`config.mk`:
```
export PLATFORM = sky130hd
export DESIGN_NAME = divider
export DESIGN_NICKNAME = d
export VERILOG_FILES = /design/src/rtl/div_pkg.sv /design/src/rtl/div_step.sv /design/src/rtl/divider.sv
export SDC_FILE = /design/constraint.sdc
export NUM_CORES = 1
export LEC_CHECK = 0
export CAP_MARGIN = 25
export CORE_UTILIZATION = 45
export DETAILED_ROUTE_END_ITERATION = 10
export GPL_ROUTABILITY_DRIVEN = 1
export PLACE_DENSITY = 0.69
export SLEW_MARGIN = 25
export SYNTH_ARGS = -nofsm -noshare
export SYNTH_HDL_FRONTEND = slang
export SYNTH_SLANG_ARGS = --single-unit
```
`constraint.sdc`:
```
create_clock -name clk -period 4.2 [get_ports clk]
set_clock_uncertainty 0.15 [all_clocks]
set_input_delay 0.84 -clock clk [delete_from_list [all_inputs] [get_ports clk]]
set_output_delay 0.84 -clock clk [all_outputs]
set_load 0.02 [all_outputs]
```
`src/rtl/div_pkg.sv`:
```
// ----------------------------------------------------------------------------
// div_pkg: shared constants and types for the restoring divider.
//   - default operand width and the matching iteration-counter width
//   - FSM state encoding (IDLE / WORK / DZ)
// Optional build macro used by the divider: DIVIDER_DIVZERO_EN.
// ----------------------------------------------------------------------------
package div_pkg;

  // Default operand/result width of the divider.
  localparam int DIV_WIDTH_DEFAULT = 8;

  // Width of the iteration counter for a given operand width.
  // A 1-bit floor keeps the counter legal for degenerate widths.
  function automatic int cnt_width(input int width);
    return (width > 1) ? $clog2(width) : 1;
  endfunction

  // Counter width at the default operand width.
  localparam int DIV_CNT_W_DEFAULT = cnt_width(DIV_WIDTH_DEFAULT);

  // FSM states. DZ is only reachable when divide-by-zero detection is built in.
  typedef enum logic [1:0] {
    ST_IDLE = 2'd0,
    ST_WORK = 2'd1,
    ST_DZ   = 2'd2
  } state_t;

endpackage : div_pkg

```
`src/rtl/div_step.sv`:
```
// ----------------------------------------------------------------------------
// div_step: one combinational restoring-division step.
//   - shifts the dividend MSB into the partial remainder
//   - trial-subtracts the divisor
//   - keeps the difference when non-negative (quotient bit 1),
//     otherwise restores the shifted remainder (quotient bit 0)
//   - shifts the new quotient bit into the LSB of the dividend register,
//     so after WIDTH steps that register holds the quotient
// ----------------------------------------------------------------------------
module div_step #(
  parameter int WIDTH = div_pkg::DIV_WIDTH_DEFAULT
) (
  input  logic [WIDTH:0]   rem_in,        // partial remainder, WIDTH+1 bits
  input  logic [WIDTH-1:0] dividend_in,   // dividend bits still to consume (+ quotient bits)
  input  logic [WIDTH-1:0] divisor_in,
  output logic [WIDTH:0]   rem_out,
  output logic [WIDTH-1:0] dividend_out,
  output logic             q_bit
);

  // One extra bit on top of the remainder so the subtraction sign is visible.
  logic [WIDTH+1:0] w_shift;
  logic [WIDTH+1:0] w_diff;
  logic             w_neg;

  // Shift-in, trial subtract and select for a single quotient bit.
  // NOTE: every output of a combinational block is assigned on every path
  // (here via a default first) so no latch is inferred.
  always_comb begin
    rem_out      = '0;
    dividend_out = '0;
    q_bit        = 1'b0;

    w_shift = {rem_in, dividend_in[WIDTH-1]};
    w_diff  = w_shift - {2'b00, divisor_in};
    w_neg   = w_diff[WIDTH+1];

    q_bit        = ~w_neg;
    rem_out      = w_neg ? w_shift[WIDTH:0] : w_diff[WIDTH:0];
    dividend_out = {dividend_in[WIDTH-2:0], q_bit};
  end

endmodule : div_step

```
`src/rtl/divider.sv`:
```
// ----------------------------------------------------------------------------
// divider: unsigned restoring divider, one quotient bit per clock, MSB first.
//   q_out = a_in / b_in, r_out = a_in % b_in, both registered and held until
//   the next completion. busy_o is high for exactly WIDTH cycles per division.
//
// Build option:
//   DIVIDER_DIVZERO_EN  defined   -> b_in = 0 at start takes a one-cycle DZ
//                                    path: q_out = all ones, r_out = a_in,
//                                    err_o = 1.
//                       undefined -> no DZ state, err_o tied low; b_in = 0
//                                    runs the normal algorithm, which yields
//                                    the same q_out/r_out.
//
// Reset is synchronous, active-high, and clears every register including the
// working datapath, so an aborted division leaves no trace.
// ----------------------------------------------------------------------------
module divider
  import div_pkg::*;
#(
  parameter int WIDTH = DIV_WIDTH_DEFAULT
) (
  input  logic             clk,
  input  logic             rst,
  input  logic             start,
  input  logic [WIDTH-1:0] a_in,
  input  logic [WIDTH-1:0] b_in,
  output logic [WIDTH-1:0] q_out,
  output logic [WIDTH-1:0] r_out,
  output logic             busy_o,
  output logic             err_o
);

  localparam int CNT_W = cnt_width(WIDTH);
  localparam logic [CNT_W-1:0] LAST_CNT = CNT_W'(WIDTH - 1);

  // --------------------------------------------------------------------------
  // State and datapath registers
  // --------------------------------------------------------------------------
  state_t           r_state;
  logic [WIDTH-1:0] r_dividend;   // dividend shifting out, quotient shifting in
  logic [WIDTH-1:0] r_divisor;
  logic [WIDTH:0]   r_rem;        // partial remainder, one guard bit
  logic [CNT_W-1:0] r_cnt;
  logic [WIDTH-1:0] r_q_out;
  logic [WIDTH-1:0] r_r_out;

  // --------------------------------------------------------------------------
  // Control decoded by the FSM
  // --------------------------------------------------------------------------
  state_t w_state_next;
  logic   w_load;      // capture operands and start a new operation
  logic   w_step;      // perform one restoring step this cycle
  logic   w_finish;    // last WORK step: publish quotient/remainder
`ifdef DIVIDER_DIVZERO_EN
  logic   w_dz_done;   // DZ cycle: publish divide-by-zero result
  logic   r_err;
`endif

  // --------------------------------------------------------------------------
  // Single restoring step
  // --------------------------------------------------------------------------
  logic [WIDTH:0]   w_rem_next;
  logic [WIDTH-1:0] w_dividend_next;
  logic             w_q_bit;

  div_step #(
    .WIDTH (WIDTH)
  ) u_step (
    .rem_in       (r_rem),
    .dividend_in  (r_dividend),
    .divisor_in   (r_divisor),
    .rem_out      (w_rem_next),
    .dividend_out (w_dividend_next),
    .q_bit        (w_q_bit)
  );

  // The quotient bit is already folded into w_dividend_next; keep it named
  // for waveform readability.
  logic w_q_bit_unused;
  assign w_q_bit_unused = w_q_bit;

  // Next-state and control decode; defaults first, then per-state overrides.
  always_comb begin
    w_state_next = r_state;
    w_load       = 1'b0;
    w_step       = 1'b0;
    w_finish     = 1'b0;
`ifdef DIVIDER_DIVZERO_EN
    w_dz_done    = 1'b0;
`endif

    case (r_state)
      ST_IDLE: begin
        if (start) begin
          w_load = 1'b1;
`ifdef DIVIDER_DIVZERO_EN
          w_state_next = (b_in == '0) ? ST_DZ : ST_WORK;
`else
          w_state_next = ST_WORK;
`endif
        end
      end

      ST_WORK: begin
        w_step = 1'b1;
        if (r_cnt == LAST_CNT) begin
          w_finish     = 1'b1;
          w_state_next = ST_IDLE;
        end
      end

`ifdef DIVIDER_DIVZERO_EN
      ST_DZ: begin
        w_dz_done    = 1'b1;
        w_state_next = ST_IDLE;
      end
`endif

      default: begin
        w_state_next = ST_IDLE;
      end
    endcase
  end

  // State register and datapath update; synchronous reset clears everything.
  // NOTE: sequential state uses non-blocking assignments so every register
  // samples the pre-edge values, independent of statement order.
  always_ff @(posedge clk) begin
    // NOTE: the working registers are reset too, not just the outputs, so an
    // operation aborted by reset cannot leak stale operands into the next one.
    if (rst) begin
      r_state    <= ST_IDLE;
      r_dividend <= '0;
      r_divisor  <= '0;
      r_rem      <= '0;
      r_cnt      <= '0;
      r_q_out    <= '0;
      r_r_out    <= '0;
    end else begin
      r_state <= w_state_next;

      if (w_load) begin
        r_dividend <= a_in;
        r_divisor  <= b_in;
        r_rem      <= '0;
        r_cnt      <= '0;
      end else if (w_step) begin
        r_dividend <= w_dividend_next;
        r_rem      <= w_rem_next;
        r_cnt      <= r_cnt + CNT_W'(1);
      end

      if (w_finish) begin
        r_q_out <= w_dividend_next;
        r_r_out <= w_rem_next[WIDTH-1:0];
      end
`ifdef DIVIDER_DIVZERO_EN
      else if (w_dz_done) begin
        r_q_out <= '1;
        r_r_out <= r_dividend;
      end
`endif
    end
  end

`ifdef DIVIDER_DIVZERO_EN
  // Divide-by-zero flag: set by the DZ cycle, cleared by the next accepted start.
  always_ff @(posedge clk) begin
    if (rst) begin
      r_err <= 1'b0;
    end else if (w_load) begin
      r_err <= 1'b0;
    end else if (w_dz_done) begin
      r_err <= 1'b1;
    end
  end

  assign err_o = r_err;
`else
  assign err_o = 1'b0;
`endif

  // Any non-IDLE state is an operation in progress; derived from a register.
  assign busy_o = (r_state != ST_IDLE);
  assign q_out  = r_q_out;
  assign r_out  = r_r_out;

endmodule : divider

```
==> metrics.txt, run 1 <==
Critical Path, Cell by Cell=inv_1, ha_1, a21oi_4, nand2_2, o211a_4, nor3_4, mux2i_1, a211oi_1; fin cells=374; M1 GR Usage=28.03%; GRT Overall Usage=between 20 and 25%; Post-synth EDFFs=0; drt pass-1 iters=4; crit path kind=flip-flop to flip-flop; ant diodes=0; die area=5340 um2; R2R Setup Slk=1590 ps; Worst setup EP type=flip-flop; cts repair resizes=0; final setup violating endpoints=0; met2 GRT Util=between 30% and 40%; Mean Syn Cell Area=8.207 um2; vias per cell=5.168; Post-Syn Area=2273 um2; Tcrit/Tclk final=roughly 62%; effective utilization at floorplan=47.50%; WL final=4965 um; Post-synth top flop=dfxtp_1; Die W=73.08 um; status=finished clean; CTS Root Cell=clkbuf_8; DP Wirelength=about 3600 um; GRT overflow=0; H-tree depth=2; Syn Nets=307; hold_sp=r_out[0]; Hold EP=r_out[0]; Lkg Pwr=1.040 nW; worst r2r dst=r_out[2]; Detailed Route Iter0 Violations=90; Synthesis Warnings=0; final hold viol count=0; via count=1,933; cells on worst reg2reg path=8; Worst Path Required=4190 ps; Pwr Density=388.1 nW/um2; max_cap viols=0; clk sinks=45; commonest non-fill, non-tap cell in the layout=dfxtp_1; initial antenna violation count=0; crit path time final=2610 ps; # Post-CTS Setup Buffers=0; worst stage delay on the critical path=450 ps; FMAX=383.1 MHz; vias in the first global route=1,748; #FFs+latches synth=45; CP top delay family=compound AO/OA/AOI/OAI gates; total CTS buffers=5; WL/cell=13.28 um; share of cells above drive strength 1=6.840%; busiest grt layer=met2; Slew @ Worst Pin=~850 ps; CORE AREA=4786 um2; Inst Count DP=366; CTS tree=built; M3 GR Usage=under 10%; Ports=37; Setup crit start kind=flip-flop; post-synth cell types=42; RSZ-0062 raised after global routing=false; Clk pin slew, worst setup/hold paths=approximately 90 ps; WP buf/inv=1; HP Class=flip-flop to flip-flop; # fillers=470; Cells after Synth=277; first-pass GRT wire length=8238 um; Clock Path Buffers=2; row cnt=25; WHS Path Cells=2; Crit Path Max Fanout=7; setup TNS=0 ps; synthesis-to-finish area growth=22.40%; DRC viols=0; most frequent cells in the layout=45 x dfxtp_1, 41 x nand2_1, 35 x a21oi_1, 35 x clkdlybuf4s50_1, 31 x nor2_1; Rel. slew slack=between 40 and 50%; pin count of the biggest net entering global routing=36; Worst R2R Start=r_divisor[6]; critical path arrival=roughly 2600 ps; Nets=336; DRT antenna net count=0; # hold bufs at CTS=0; critical path's slowest cell=nor3_4; register area share after synthesis=between 30% and 40%; Synth async-reset ratio=0%; GPL Wtd Cong=0.8592; die span in y=73.08 um; Pins Over Slew Limit=0; PortBufs=35; clk_lat worst skew=290 ps; worst vdd rail ir drop=approximately 0.26 mV
-- worst max path at each step --
| stage | from | endpoint | slack [ps] | cells past startpoint |
|---|---|---|---|---|
| 2_1_floorplan | r_divisor[2] | r_out[2] | 2000 | 8 |
| 3_3_place_gp | start | r_rem[7] | 1340 | 6 |
| 3_5_place_dp | start | r_rem[7] | 1260 | 6 |
| 4_1_cts | start | r_rem[7] | 1570 | 6 |
| 5_1_grt | r_divisor[6] | r_out[3] | 1420 | 8 |
| 6_report | r_divisor[6] | r_out[2] | 1590 | 8 |
-- cell families after synthesis --
group / count (synthesis) / share of synthesized area, %
AO/OA/AOI/OAI: 72 / 20.03
XOR/XNOR: 6 / 2.311
other: 1 / 0.1649
AND/OR/NAND/NOR: 100 / 20.25
flip-flops: 45 / 39.63
multiplexers: 15 / 6.604
adder cells (fa/ha/maj): 11 / 6.384
buffers and inverters: 27 / 4.623
-- sequential cells by signal, indices dropped and copies added (netlist names) --
| register | cells |
|---|---|
| r_state | 1 |
| r_divisor | 8 |
| q_out | 8 |
| r_dividend | 8 |
| r_out | 8 |
| r_rem | 9 |
| r_cnt | 3 |
-- metal layers --
| layer | wire length [um] | up-vias |
|---|---|---|
| met5 | 0 | - |
| met4 | 27 | 0 |
| met3 | 123 | 2 |
| met2 | 2265 | 25 |
| met1 | 2548 | 890 |
| li1 | - | 1016 |
-- worst min-delay path, cell delays in order, from the launching register on --
cell and delay [ps]:
dfxtp_1 310, nand2_1 50, a21oi_1 50
-- cell usage after synthesis (2+ instances only) --
cell type / count / area, um2
a211oi_1: 6 / 45.04
a21o_1: 2 / 15.01
a21oi_1: 35 / 175.2
a31oi_1: 3 / 18.77
clkbuf_1: 15 / 56.30
dfxtp_1: 45 / 900.9
ha_1: 10 / 125.1
inv_1: 10 / 37.54
mux2i_1: 15 / 150.1
nand2_1: 41 / 153.9
nand2b_1: 2 / 12.51
nand3_1: 7 / 35.03
nand3b_1: 2 / 15.01
nor2_1: 31 / 116.4
nor2b_1: 2 / 12.51
nor3_1: 4 / 20.02
o211ai_1: 2 / 15.01
o21a_1: 2 / 15.01
o21ai_0: 10 / 50.05
o31ai_1: 4 / 30.03
or2_2: 3 / 18.77
or4b_1: 2 / 20.02
xnor2_1: 5 / 43.79
-- cell type report --
cell class | instances | area, um2 | share of cell area [%]
inverter | 11 | 41.29 | 1.484
clock buffer | 7 | 86.33 | 3.103
sequential | 45 | 900.9 | 32.37
multi-input combinational | 205 | 1267 | 45.55
clock inverter | 1 | 30.03 | 1.079
timing repair buffer | 38 | 372.9 | 13.40
tap | 67 | 83.83 | 3.013
-- report_power, final --
part / internal [W] / leakage [nW] / switching (W) / total (W)
clock network: 0.000194 / 0.0585 / 0.000142 / 0.000336
registers: 0.000445 / 0.366 / 0.0000168 / 0.000462
logic: 0.000120 / 0.616 / 0.000163 / 0.000283
total: 0.000759 / 1.04 / 0.000321 / 0.00108
-- stage by stage --
step	utilization, %	power (W)	setup WS (ps)	hold WS [ps]	cell area (um2)
2_1_floorplan	-	0.0006835	1995	286.3	2273
3_3_place_gp	55.71	0.0007468	1343	295.7	2666
3_5_place_dp	55.71	0.0007503	1264	298.7	2666
4_1_cts	58.14	0.001088	1570	310.7	2783
5_1_grt	58.14	0.001142	1418	330.3	2783
6_report	58.14	0.001080	1590	307.5	2783
(Power assumes the default switching activity.)
==> run 2, diff against run 1 <==
Clock period 4.2 ns to 2.7 ns, I/O delays scaled along.
==> metrics.txt, run 2 (same netlist as run 1, synthesis figures left out) <==
first-pass GRT wire length=8487 um (+3.0%); WL final=5121 um (+3.1%); Nets=340 (+1.2%); Pins Over Slew Limit=0 (unchanged); CORE AREA=4786 um2 (unchanged); crit path time final=2462 ps (-148.4 ps); worst vdd rail ir drop=0.3708 mV (+43%); clk sinks=45 (unchanged); GRT Overall Usage=21.06% (+0.95 points); CP top delay family=compound AO/OA/AOI/OAI gates; clk_lat worst skew=300 ps (about the same); FMAX=406.2 MHz (+6.0%); # hold bufs at CTS=0 (unchanged); Lkg Pwr=1.057 nW (+1.6%); final hold viol count=0 (unchanged); Ports=37 (unchanged); GPL Wtd Cong=0.9062 (+5.5%); # Post-CTS Setup Buffers=0 (unchanged); Die W=73.08 um (unchanged); Setup crit start=r_divisor[6]; critical path's slowest cell=nor3_4; R2R Setup Slk=240 ps (-1350 ps); clock share of power=30.8% (-0.3 points); Clock Path Buffers=2 (unchanged); WP buf/inv=1 (unchanged); DRT antenna net count=0 (unchanged); Switch Pwr=0.0005159 W (+61%); met2 GRT Util=32.51% (+0.31 points); drt pass-1 iters=4 (unchanged); combinational share of power=26.2% (about the same); pin count of the biggest net entering global routing=22 (-39%); initial antenna violation count=0 (unchanged); M3 GR Usage=4.834% (+1.1 points); DRC viols=0 (unchanged); effective utilization at floorplan=47.50% (unchanged); Top reg by flops=r_rem; Clk pin slew, worst setup/hold paths=90 ps (about the same); HP Class=flip-flop to flip-flop; Net Sw Frac=30.75% (+1.0 points); Worst Path Required=2700 ps (-1490 ps); Internal Dissipation=0.001162 W (+53%); PortBufs=35 (unchanged); CP Capture Point=r_out[2]; commonest non-fill, non-tap cell in the layout=dfxtp_1; worst stage delay on the critical path=420 ps (-30 ps); cells on worst reg2reg path=8 (unchanged); sequential share of power=43.0% (+0.3 points); Crit Path Max Fanout=7 (unchanged); ant diodes=0 (unchanged); final setup violating endpoints=0 (unchanged); busiest grt layer=met2; die span in y=73.08 um (unchanged); max_cap viols=0 (unchanged); Rel. slew slack=48.93% (+5.8 points); crit path kind=flip-flop to flip-flop; power after layout=0.001678 W (+55%); max reg flops=9 (unchanged); Pwr Density=597.6 nW/um2 (+54%); Inst Count DP=370 (+1.1%); WP depth=8 (unchanged); Tcrit/Tclk final=91.18% (+29 points); RSZ-0062 raised after global routing=false; Worst setup EP type=flip-flop; most frequent cells in the layout=45 x dfxtp_1, 41 x nand2_1, 35 x a21oi_1, 35 x clkdlybuf4s50_1, 31 x nor2_1; Slew @ Worst Pin=766.1 ps (-85.07 ps); synthesis-to-finish area growth=23.50%; Setup crit start kind=flip-flop; CTS tree=built; CTS Root Cell=clkbuf_8; DP Wirelength=3714 um (+4.0%); cts repair resizes=0 (unchanged); die area=5340 um2 (unchanged); GRT overflow=0 (unchanged); critical path arrival=2470 ps (-130 ps); H-tree depth=2 (unchanged); total CTS buffers=5 (unchanged); status=finished clean; Detailed Route Iter0 Violations=117 (+30%); M1 GR Usage=28.76% (+0.72 points); via count=1,989 (+2.9%); worst r2r dst=r_out[2]; Worst R2R Start=r_divisor[6]; vias in the first global route=1,780 (+1.8%); share of cells above drive strength 1=8.039% (+1.2 points); # fillers=432 (-8.1%); Critical Path, Cell by Cell=inv_1, ha_1, a21oi_4, nand2_2, o211a_4, nor3_4, mux2i_1, a211oi_1; WL/cell=13.55 um (+2.1%); vias per cell=5.262 (+1.8%); fin cells=378 (+1.1%); setup TNS=0 ps (unchanged); row cnt=25 (unchanged)
==> run 2: through the flow <==
stage	util (%)	setup slack, ps	cell area [um2]	hold slack, ps
after floorplan	-	495.2	2273	286.3
after global placement	56.34	334.7	2696	294.3
after detailed placement	56.34	227.5	2696	295.3
after global routing	58.67	33.06	2808	331.0
final	58.67	238.0	2808	305.9
after CTS	58.67	217.9	2808	308.3
==> run 2: cell type report <==
cell class                      count  area (um2)  share of cell area (%)
Multi-Input combinational cell    205        1267                   45.14
Sequential cell                    45       900.9                   32.09
Timing Repair Buffer               42       402.9                   14.35
Tap cell                           67       83.83                   2.986
Clock buffer                        6       72.57                   2.585
Inverter                           11       41.29                   1.471
Clock inverter                      2       38.79                   1.381
==> run 2: worst min-delay path by stage <==
stage,from,endpoint,cells after the start
floorplan,r_divisor[2],r_divisor[2],2
detailed placement,q_out[3],q_out[3],2
global placement,q_out[3],q_out[3],2
CTS,q_out[3],q_out[3],2
finish,q_out[3],q_out[3],2
global route,q_out[3],q_out[3],2
==> run 2: power by group through the flow <==
stage               Clock, W  Sequential [W]  Combinational (W)
global placement           0        0.000736           0.000431
global route        0.000552        0.000726           0.000486
finish              0.000518        0.000722           0.000439
CTS                 0.000528        0.000721           0.000439
detailed placement         0        0.000737           0.000437
floorplan                  0        0.000724           0.000339
==> run 2: metal layers <==
metal	wire length, um	up-vias
met4	72	0
met1	2483	919
met2	2381	37
li1	-	1026
met3	183	7
met5	0	-
==> run 2: worst reg2reg max path: cells and delay by family (launching register included) <==
family	cells	cell delay, ps
DFF	1	340
AOI/OAI and AO/OA	3	590
buffers and inverters	1	50
and+or+nand+nor	2	520
adders and majority gates	1	370
muxes	1	310
==> variant: new RTL, config.mk and constraints of run 1 <==
Register the output `r_out` once more, without a reset; this adds one clock of latency there. The other outputs are not delayed to match. Comments in the files are not updated.
--- a/src/rtl/divider.sv
+++ b/src/rtl/divider.sv
@@ -185,3 +185,5 @@
   assign q_out  = r_q_out;
-  assign r_out  = r_r_out;
+  always_ff @(posedge clk) begin
+    r_out <= r_r_out;
+  end
 
Formal check against the unedited RTL: not equivalent (Yosys sat finds a counterexample within 10 cycles, from zero or initial values and one cycle with rst high).
==> variant against run 1 <==
  * Total power grew 8.3%
  * Critical path depth down 3
  * Wire length is 2.9% higher
  * Via count rose by 2.9%
  * Sequential cell count rose by 8
  * Utilization is 1.3 points lower
  * Highest routed layer unchanged
  * Count of clock-buffer cells in the layout shrank 1
  * Cell area rose by 5.7%
  * Global-route usage shrank 0.44 points
  * Worst setup slack lost 0.14 ns
  * Non-clock buffer count is the same
  * Combinational power barely moved
  * Area after synthesis up 7.0%
==> variant: results (changes against run 1) <==
Yosys
  • Most area-consuming cells after synthesis: dfxtp_1, a21oi_1, nand2_1, mux2i_1, ha_1
  • Mux contribution to synthesized area: 6.17% (-0.43 points)
  • Register area share after synthesis: 43.6% (+4.0 points)
  • Post-Synth Adder-Cell Area: 5.96% (-0.42 points)
  • Most instantiated cells after synthesis: dfxtp_1, nand2_1, a21oi_1, nor2_1
  • Post-Synth XOR/XNOR Area: 2.16% (-0.15 points)
  • Post-synthesis average cell area: 8.54 sq um (+4.0%)
  • Net Count, Synth: 315 (+2.6%)
  • Synth Area in Compound Gates: 18.7% (-1.3 points)

GRT
  • Gr usage total: 19.7% (-0.44 points)
  • First-pass GRT wire length: 8280 um (+0.51%)
  • Number of global-route vias before repair: 1716 (-1.8%)

Critical path
  • CP arrival: 2.79 ns (+0.19 ns)
  • Crit path max fanout: 11 (+4)

Layout
  • Nets: 344 (+2.4%)
  • Layout cells sized above 1: 6.67% (-0.17 points)
  • # fillers: 475 (+1.1%)

Route
  • Total Wirelength: 5110 um (+2.9%)
  • Routed via count: 1989 (+2.9%)
  • Via-per-instance ratio: 5.17 (about the same)
  • Drt first-iter violations: 117 (+30%)

Clock tree
  • Number of buffers created by CTS: 5 (unchanged)
  • Clock Latency Late Sink: 0.31 ns (+0.02 ns)

Pwr
  • Worst VDD drop: 0.210 mV (-19%)
  • Pleak: 1.10 nW (+5.9%)

Placed design
  • Placed Instance Area: 0.00283 sq mm (+6.1%)
  • Placed cells: 377 (+3.0%)
  • GPL Wtd Cong: 0.864 (+0.52%)
  • Pre-CTS WS: 1.13 ns (-0.134 ns)
  • Post-DP HPWL: 3680 um (+3.0%)

Outcome
  • Status: finished clean

Timing
  • Slew @ Worst Pin: 0.746 ns (-0.105 ns)
variant: final timing paths:
kind | depth (start not counted) | start | to | slack, ns
setup / recovery | 5 | start | r_rem[5] | 1.45
hold / removal | 0 | r_r_out[2] | r_out[2] | 0.20
setup reg to reg | 8 | r_divisor[6] | r_r_out[4] | 1.68
hold reg to reg | 0 | r_r_out[2] | r_out[2] | 0.20
variant: layout make-up:
type                    instances  area share [%]
inverters                      11            1.40
well taps                      70            2.98
clock buffers                   6            2.47
repair buffers                 38            12.7
flip-flops and latches         53            36.1
multi-input cells             205            43.1
clock inverters                 2            1.32
variant: logic make-up (layout without fill, tap and decap cells):
logic type | count (synthesis) | count (layout)
XOR/XNOR | 6 | 6
buffers and inverters | 27 | 57
AO/OA/AOI/OAI | 72 | 72
AND/OR/NAND/NOR | 100 | 100
adder cells (fa/ha/maj) | 11 | 11
multiplexers | 15 | 15
other | 1 | 1
flip-flops | 53 | 53
variant: critical path: stages:
cell and delay (ns):
clkdlybuf4s50_1 0.86, nor2b_1 0.66, nor2_1 0.22, o21ai_0 0.14
a21oi_1 0.06
variant: where the power goes:
part	internal, mW	leakage (nW)	switching (mW)
Sequential	0.521	0.431	0.0169
Combinational	0.121	0.615	0.162
Clock	0.179	0.0554	0.170
Total	0.821	1.10	0.349
variant: layer usage:
metal | global-route usage (%) | vias up | share of wire, % | wire, um
li1 | - | 1048 | - | -
met1 | 27.3 | 902 | 50 | 2560
met2 | 29.7 | 34 | 45 | 2310
met3 | 5.03 | 5 | 3.3 | 171
met4 | 7.00 | 0 | 1.3 | 68
met5 | 0 | - | 0 | 0
